$ cat config.mk
export PLATFORM = sky130hd
export DESIGN_NAME = if_id_prefetch
export DESIGN_NICKNAME = d
export VERILOG_FILES = /design/src/rtl/if_id_prefetch.sv
export SDC_FILE = /design/constraint.sdc
export NUM_CORES = 1
export LEC_CHECK = 0
export BUFFER_PORTS_ARGS = -buffer_cell sky130_fd_sc_hd__buf_2
export CELL_PAD_IN_SITES_DETAIL_PLACEMENT = 0
export CELL_PAD_IN_SITES_GLOBAL_PLACEMENT = 1
export CORE_AREA = 4 4 186 188
export DETAILED_ROUTE_END_ITERATION = 10
export DIE_AREA = 0 0 190 192
export GPL_ROUTABILITY_DRIVEN = 0
export PLACE_DENSITY = 0.82
export SYNTH_ARGS = -nofsm -noshare
export SYNTH_HDL_FRONTEND = slang
export SYNTH_SLANG_ARGS = --single-unit
$ cat constraint.sdc
create_clock -name clk -period 5 [get_ports clk]
set_input_delay 0.5 -clock clk [delete_from_list [all_inputs] [get_ports clk]]
set_output_delay 0.5 -clock clk [all_outputs]
set_load 0.005 [all_outputs]
$ cat src/rtl/if_id_prefetch.sv
// IF/ID stage with PC register, instruction-memory request port, DEPTH-entry prefetch FIFO and IF/ID register.
// Optional saturating stall/bubble counters are built when IFID_PERF_EN is defined.
module if_id_prefetch #(
   parameter int               XLEN     = 32,
   parameter int               DEPTH    = 4,
   parameter logic [XLEN-1:0]  RESET_PC = '0
) (
   input  logic              clk,
   input  logic              rst,
   output logic              imem_req,
   output logic [XLEN-1:0]   imem_addr,
   input  logic [31:0]       imem_rdata,
   input  logic              imem_rvalid,
   input  logic              stall,
   input  logic              redirect,
   input  logic [XLEN-1:0]   redirect_pc,
   output logic              ifid_valid,
   output logic [XLEN-1:0]   ifid_pc,
   output logic [31:0]       ifid_instr,
   output logic [XLEN-1:0]   ifid_pc_plus4,
   output logic [31:0]       perf_stall_cnt,
   output logic [31:0]       perf_bubble_cnt
);

   localparam int             AW       = (DEPTH > 1) ? $clog2(DEPTH) : 1;
   localparam int             CW       = AW + 1;
   localparam logic [31:0]    NOP      = 32'h0000_0013;
   localparam logic [CW-1:0]  LP_DEPTH = CW'(DEPTH);

   // fetch stage (p0): PC and request
   logic [XLEN-1:0]  r_pc_p0;

   // response stage (p1): request expected to answer this cycle
   logic             r_vld_p1;
   logic [XLEN-1:0]  r_pc_p1;
   logic             r_squash_p1;

   logic [XLEN-1:0]  r_fifo_pc    [DEPTH];
   logic [31:0]      r_fifo_instr [DEPTH];
   logic [AW-1:0]    r_wr_ptr;
   logic [AW-1:0]    r_rd_ptr;
   logic [CW-1:0]    r_count;

   // IF/ID stage (p2)
   logic             r_ifid_vld_p2;
   logic [XLEN-1:0]  r_ifid_pc_p2;
   logic [31:0]      r_ifid_instr_p2;

   logic             w_empty;
   logic             w_pop;
   logic             w_push;
   logic             w_req;
   logic [CW:0]      w_reserved;
   logic             w_unused;

   assign w_empty = (r_count == '0);
   assign w_pop   = ~redirect & ~stall & ~w_empty;
   assign w_push  = imem_rvalid & r_vld_p1 & ~r_squash_p1 & ~redirect;

   // A new request is allowed only if a slot is still free after counting the
   // response already on its way, so the FIFO can never overflow.
   assign w_reserved = {1'b0, r_count} + (CW+1)'(r_vld_p1) - (CW+1)'(w_pop);
   assign w_req      = rst & ~redirect & (w_reserved < {1'b0, LP_DEPTH});

   assign imem_req      = w_req;
   assign imem_addr     = r_pc_p0;
   assign ifid_valid    = r_ifid_vld_p2;
   assign ifid_pc       = r_ifid_pc_p2;
   assign ifid_instr    = r_ifid_instr_p2;
   assign ifid_pc_plus4 = r_ifid_pc_p2 + XLEN'(4);
   assign w_unused      = ^redirect_pc[1:0];

   always_ff @(posedge clk or negedge rst) begin
      if (!rst) begin
         r_pc_p0         <= RESET_PC;
         r_vld_p1        <= 1'b0;
         r_squash_p1     <= 1'b0;
         r_wr_ptr        <= '0;
         r_rd_ptr        <= '0;
         r_count         <= '0;
         r_ifid_vld_p2   <= 1'b0;
         r_ifid_pc_p2    <= '0;
         r_ifid_instr_p2 <= NOP;
      end else begin
         r_vld_p1    <= w_req;
         r_squash_p1 <= redirect & r_vld_p1;
         if (redirect) begin
            r_pc_p0  <= {redirect_pc[XLEN-1:2], 2'b00};
            r_wr_ptr <= '0;
            r_rd_ptr <= '0;
            r_count  <= '0;
         end else begin
            if (w_req)  r_pc_p0  <= r_pc_p0 + XLEN'(4);
            if (w_push) r_wr_ptr <= r_wr_ptr + AW'(1);
            if (w_pop)  r_rd_ptr <= r_rd_ptr + AW'(1);
            r_count <= r_count + CW'(w_push) - CW'(w_pop);
         end

         if (redirect) begin
            r_ifid_vld_p2   <= 1'b0;
            r_ifid_instr_p2 <= NOP;
         end else if (!stall) begin
            if (w_pop) begin
               r_ifid_vld_p2   <= 1'b1;
               r_ifid_pc_p2    <= r_fifo_pc[r_rd_ptr];
               r_ifid_instr_p2 <= r_fifo_instr[r_rd_ptr];
            end else begin
               r_ifid_vld_p2   <= 1'b0;
               r_ifid_instr_p2 <= NOP;
            end
         end
      end
   end

   // FIFO storage and request PC carry no reset; occupancy and r_vld_p1 qualify them.
   always_ff @(posedge clk) begin
      r_pc_p1 <= r_pc_p0;
      if (w_push) begin
         r_fifo_pc[r_wr_ptr]    <= r_pc_p1;
         r_fifo_instr[r_wr_ptr] <= imem_rdata;
      end
   end

`ifdef IFID_PERF_EN
   logic [31:0] r_perf_stall;
   logic [31:0] r_perf_bubble;

   function automatic logic [31:0] sat_inc(input logic [31:0] v);
      return (v == 32'hFFFF_FFFF) ? v : v + 32'd1;
   endfunction

   always_ff @(posedge clk or negedge rst) begin
      if (!rst) begin
         r_perf_stall  <= '0;
         r_perf_bubble <= '0;
      end else begin
         if (stall & ~redirect)            r_perf_stall  <= sat_inc(r_perf_stall);
         if (~redirect & ~stall & w_empty) r_perf_bubble <= sat_inc(r_perf_bubble);
      end
   end

   assign perf_stall_cnt  = r_perf_stall;
   assign perf_bubble_cnt = r_perf_bubble;
`else
   assign perf_stall_cnt  = '0;
   assign perf_bubble_cnt = '0;
`endif

endmodule
==> flow_summary.ini <==
[outcome]
outcome = complete, no violations

[routing]
dr.pass1.iters = 5
drc = 0
antenna_left = 0
wl_per_cell_um = 20.1
viasPerCell = 5.24
drt_iter0_markers = 490
dr_total_vias = 8657
wl_mm = 33.2

[floorplanning]
dieHeight_um = 192
num_io_pins = 263
die-width_um = 190
core-area_um2 = 33100
start_util_pct = 46.4
die-area_um2 = 36500
rows = 67

[worst_setup_path]
cp-start-kind = flip-flop
worstSetupPathType = flip-flop to output pin
critPathArrivalTime_ns = 3.61
required_ns = 4.50
end_kind = output pin
worstPathMaxFanout = 20

[synth]
synth_edf_count = 248
synth-async-reset-ratio_pct = 26.8
synth_area_um2 = 15400
yosysWarnings = 0
syn_avg_cell_area_um2 = 15.9
synth-seq-cells = 380
yosysSeqAreaShare_pct = 69.0
synthCells = 968
synth.largest_area_cell = edfxtp_1
yosys-top-cells-area = edfxtp_1, dfrtp_1, mux4_2
synth_top_area_share_pct = 48.4
ys.flop_type = edfxtp_1
synth_cell_types = 52

[global_route]
grt_pass1_wl_mm = 50.8
antenna_found_initial = 1
grt_pass1_vias = 8809
grt_max_degree = 64
grt_use_met3_pct = 2.69
grt_overflow = 0
top_usage_layer = met2
grt_usage_pct = 18.0
met1_usage_pct = 23.9
grt_use_met2_pct = 30.4

[clock_network]
post-cts-setup-buffers = 0
clockBufferDepth = 3
cts-buffers-inserted = 38
clockRootBuffer = clkbuf_16
cts_max_level = 2
clkLatencyLatePin_ns = 0.53
path_clk_slew_ns = 0.06
cts_sinks = 380
cts_tree = built

[finish]
fillers = 2706
final_util_pct = 53.8
drive_gt1_share_pct = 29.5
layout_common_cells = edfxtp_1, buf_2, nand2_1
fin_area_um2 = 17800
final_nets = 1255
areaGrowthSynthToFinish_pct = 15.9
final_common_cell = edfxtp_1

[timing]
drv_slew = 0
fmax_mhz = 243
finalCritPeriodShare_pct = 82.2
worst_slack_ns = 0.891
hold_violations = 0
worst_pin_slew_ns = 0.982
fin_crit_ns = 4.11
relSlewSlack_pct = 34.5
grt_setup_unrepaired = false
finalClockSkew_ns = 0.0229
tns_ns = 0
report.final.setup_viol = 0

[run]
drv_cap = 0

[hold_path]
hp-class = primary input to flip-flop

[placement]
dp_worst_setup_slack_ns = 1.24
dp.final_hpwl_mm = 21.4
numPortBuffers = 190
dpl_cell_area_um2 = 16600

[pwr]
vdd_drop_max_mv = 0.243
total_power_mw = 8.13
power.leakage_nw = 6.93
pwr_density_cell_nw_per_um2 = 457
-- worst max-delay path: stages (launching register included) --
cell and delay [ns]:
dfrtp_1 0.43, nor3_1 0.08, or3_1 0.34, inv_2 0.08, ha_1 0.13, inv_1 0.04, ha_1 0.26, and3b_1 0.18
or4_4 0.68, a21oi_2 0.49, and2_1 0.23, buf_2 0.13
-- final cells by class --
type / instances / area (um^2) / area share (%)
diodes: 1 / 2.50 / 0.0140
clock buffers: 54 / 1060 / 5.96
clock inverters: 16 / 150 / 0.843
inverters: 25 / 93.8 / 0.527
multi-input cells: 522 / 4240 / 23.8
flip-flops and latches: 380 / 10600 / 59.5
well taps: 448 / 561 / 3.15
repair buffers: 207 / 1100 / 6.15
-- what timing repair did --
item | in CTS | in global routing
hold endpoints to repair | 24 | 0
gates resized for setup | 0 | 0
hold buffers | 1 | 0
-- metrics by stage --
step           hold WS (ns)  cells
2_1_floorplan         0.204   1037
3_3_place_gp          0.427   1581
3_5_place_dp          0.441   1581
4_1_cts               0.156   1652
5_1_grt               0.176   1653
6_report              0.177   1653
-- registers in the layout (all words and copies together) (netlist names) --
register      flops
ifid_instr       32
ifid_pc          30
ifid_valid        1
imem_addr        30
r_count           3
r_fifo_instr    128
r_fifo_pc       120
r_pc_p1          30
r_rd_ptr          2
r_squash_p1       1
r_vld_p1          1
r_wr_ptr          2
-- power by group --
group	leakage [nW]	internal [mW]	switching [mW]
clock	0.596	1.60	1.13
combinational	2.55	0.694	0.726
sequential	3.78	3.64	0.343
total	6.93	5.93	2.20
-- cell usage after synthesis (6+ instances only) --
library cell	count
edfxtp_1	248
nand2_1	126
dfrtp_1	99
buf_4	71
mux4_2	62
xnor2_1	36
dfxtp_1	30
a22o_1	29
clkbuf_1	26
inv_1	24
nand3_1	22
nor2_1	15
o21ai_0	15
xor2_1	14
and4_1	13
and3_1	12
ha_1	11
nand4_1	10
a2111oi_2	8
and2_1	7
buf_2	7
a21oi_1	6
a31oi_1	6
nor2b_1	6
-- layer usage --
metal | vias to the layer above | share of wire, %
li1 | 3906 | -
met1 | 4413 | 42
met2 | 265 | 50
met3 | 73 | 4.7
met4 | 0 | 3.4
met5 | - | 0
-- worst paths after layout --
| path | from | endpoint | slack, ns | depth (start not counted) |
|---|---|---|---|---|
| min | redirect_pc[9] | imem_addr[9] | 0.18 | 3 |
| max | r_count[1] | imem_req | 0.89 | 11 |
| min in group asynchronous | rst | imem_addr[16] | 0.50 | 2 |
| max in group asynchronous | rst | r_rd_ptr[0] | 2.86 | 4 |
| min reg2reg | imem_addr[17] | r_pc_p1[17] | 0.47 | 0 |
| max reg2reg | r_count[1] | imem_addr[27] | 1.54 | 12 |
-- kinds of logic (layout without fill, tap and decap cells) --
group | Yosys count | in the layout | share of synthesized area (%)
buffers and inverters | 135 | 302 | 5.18
other | 1 | 71 | 0.0244
flip-flops | 380 | 380 | 69.0
XOR/XNOR | 50 | 50 | 2.85
multiplexers | 70 | 70 | 9.63
adder cells (fa/ha/maj) | 12 | 12 | 1.03
AO/OA/AOI/OAI | 90 | 90 | 5.19
AND/OR/NAND/NOR | 230 | 230 | 7.13
Note: power is estimated with default switching activity, not from simulation.
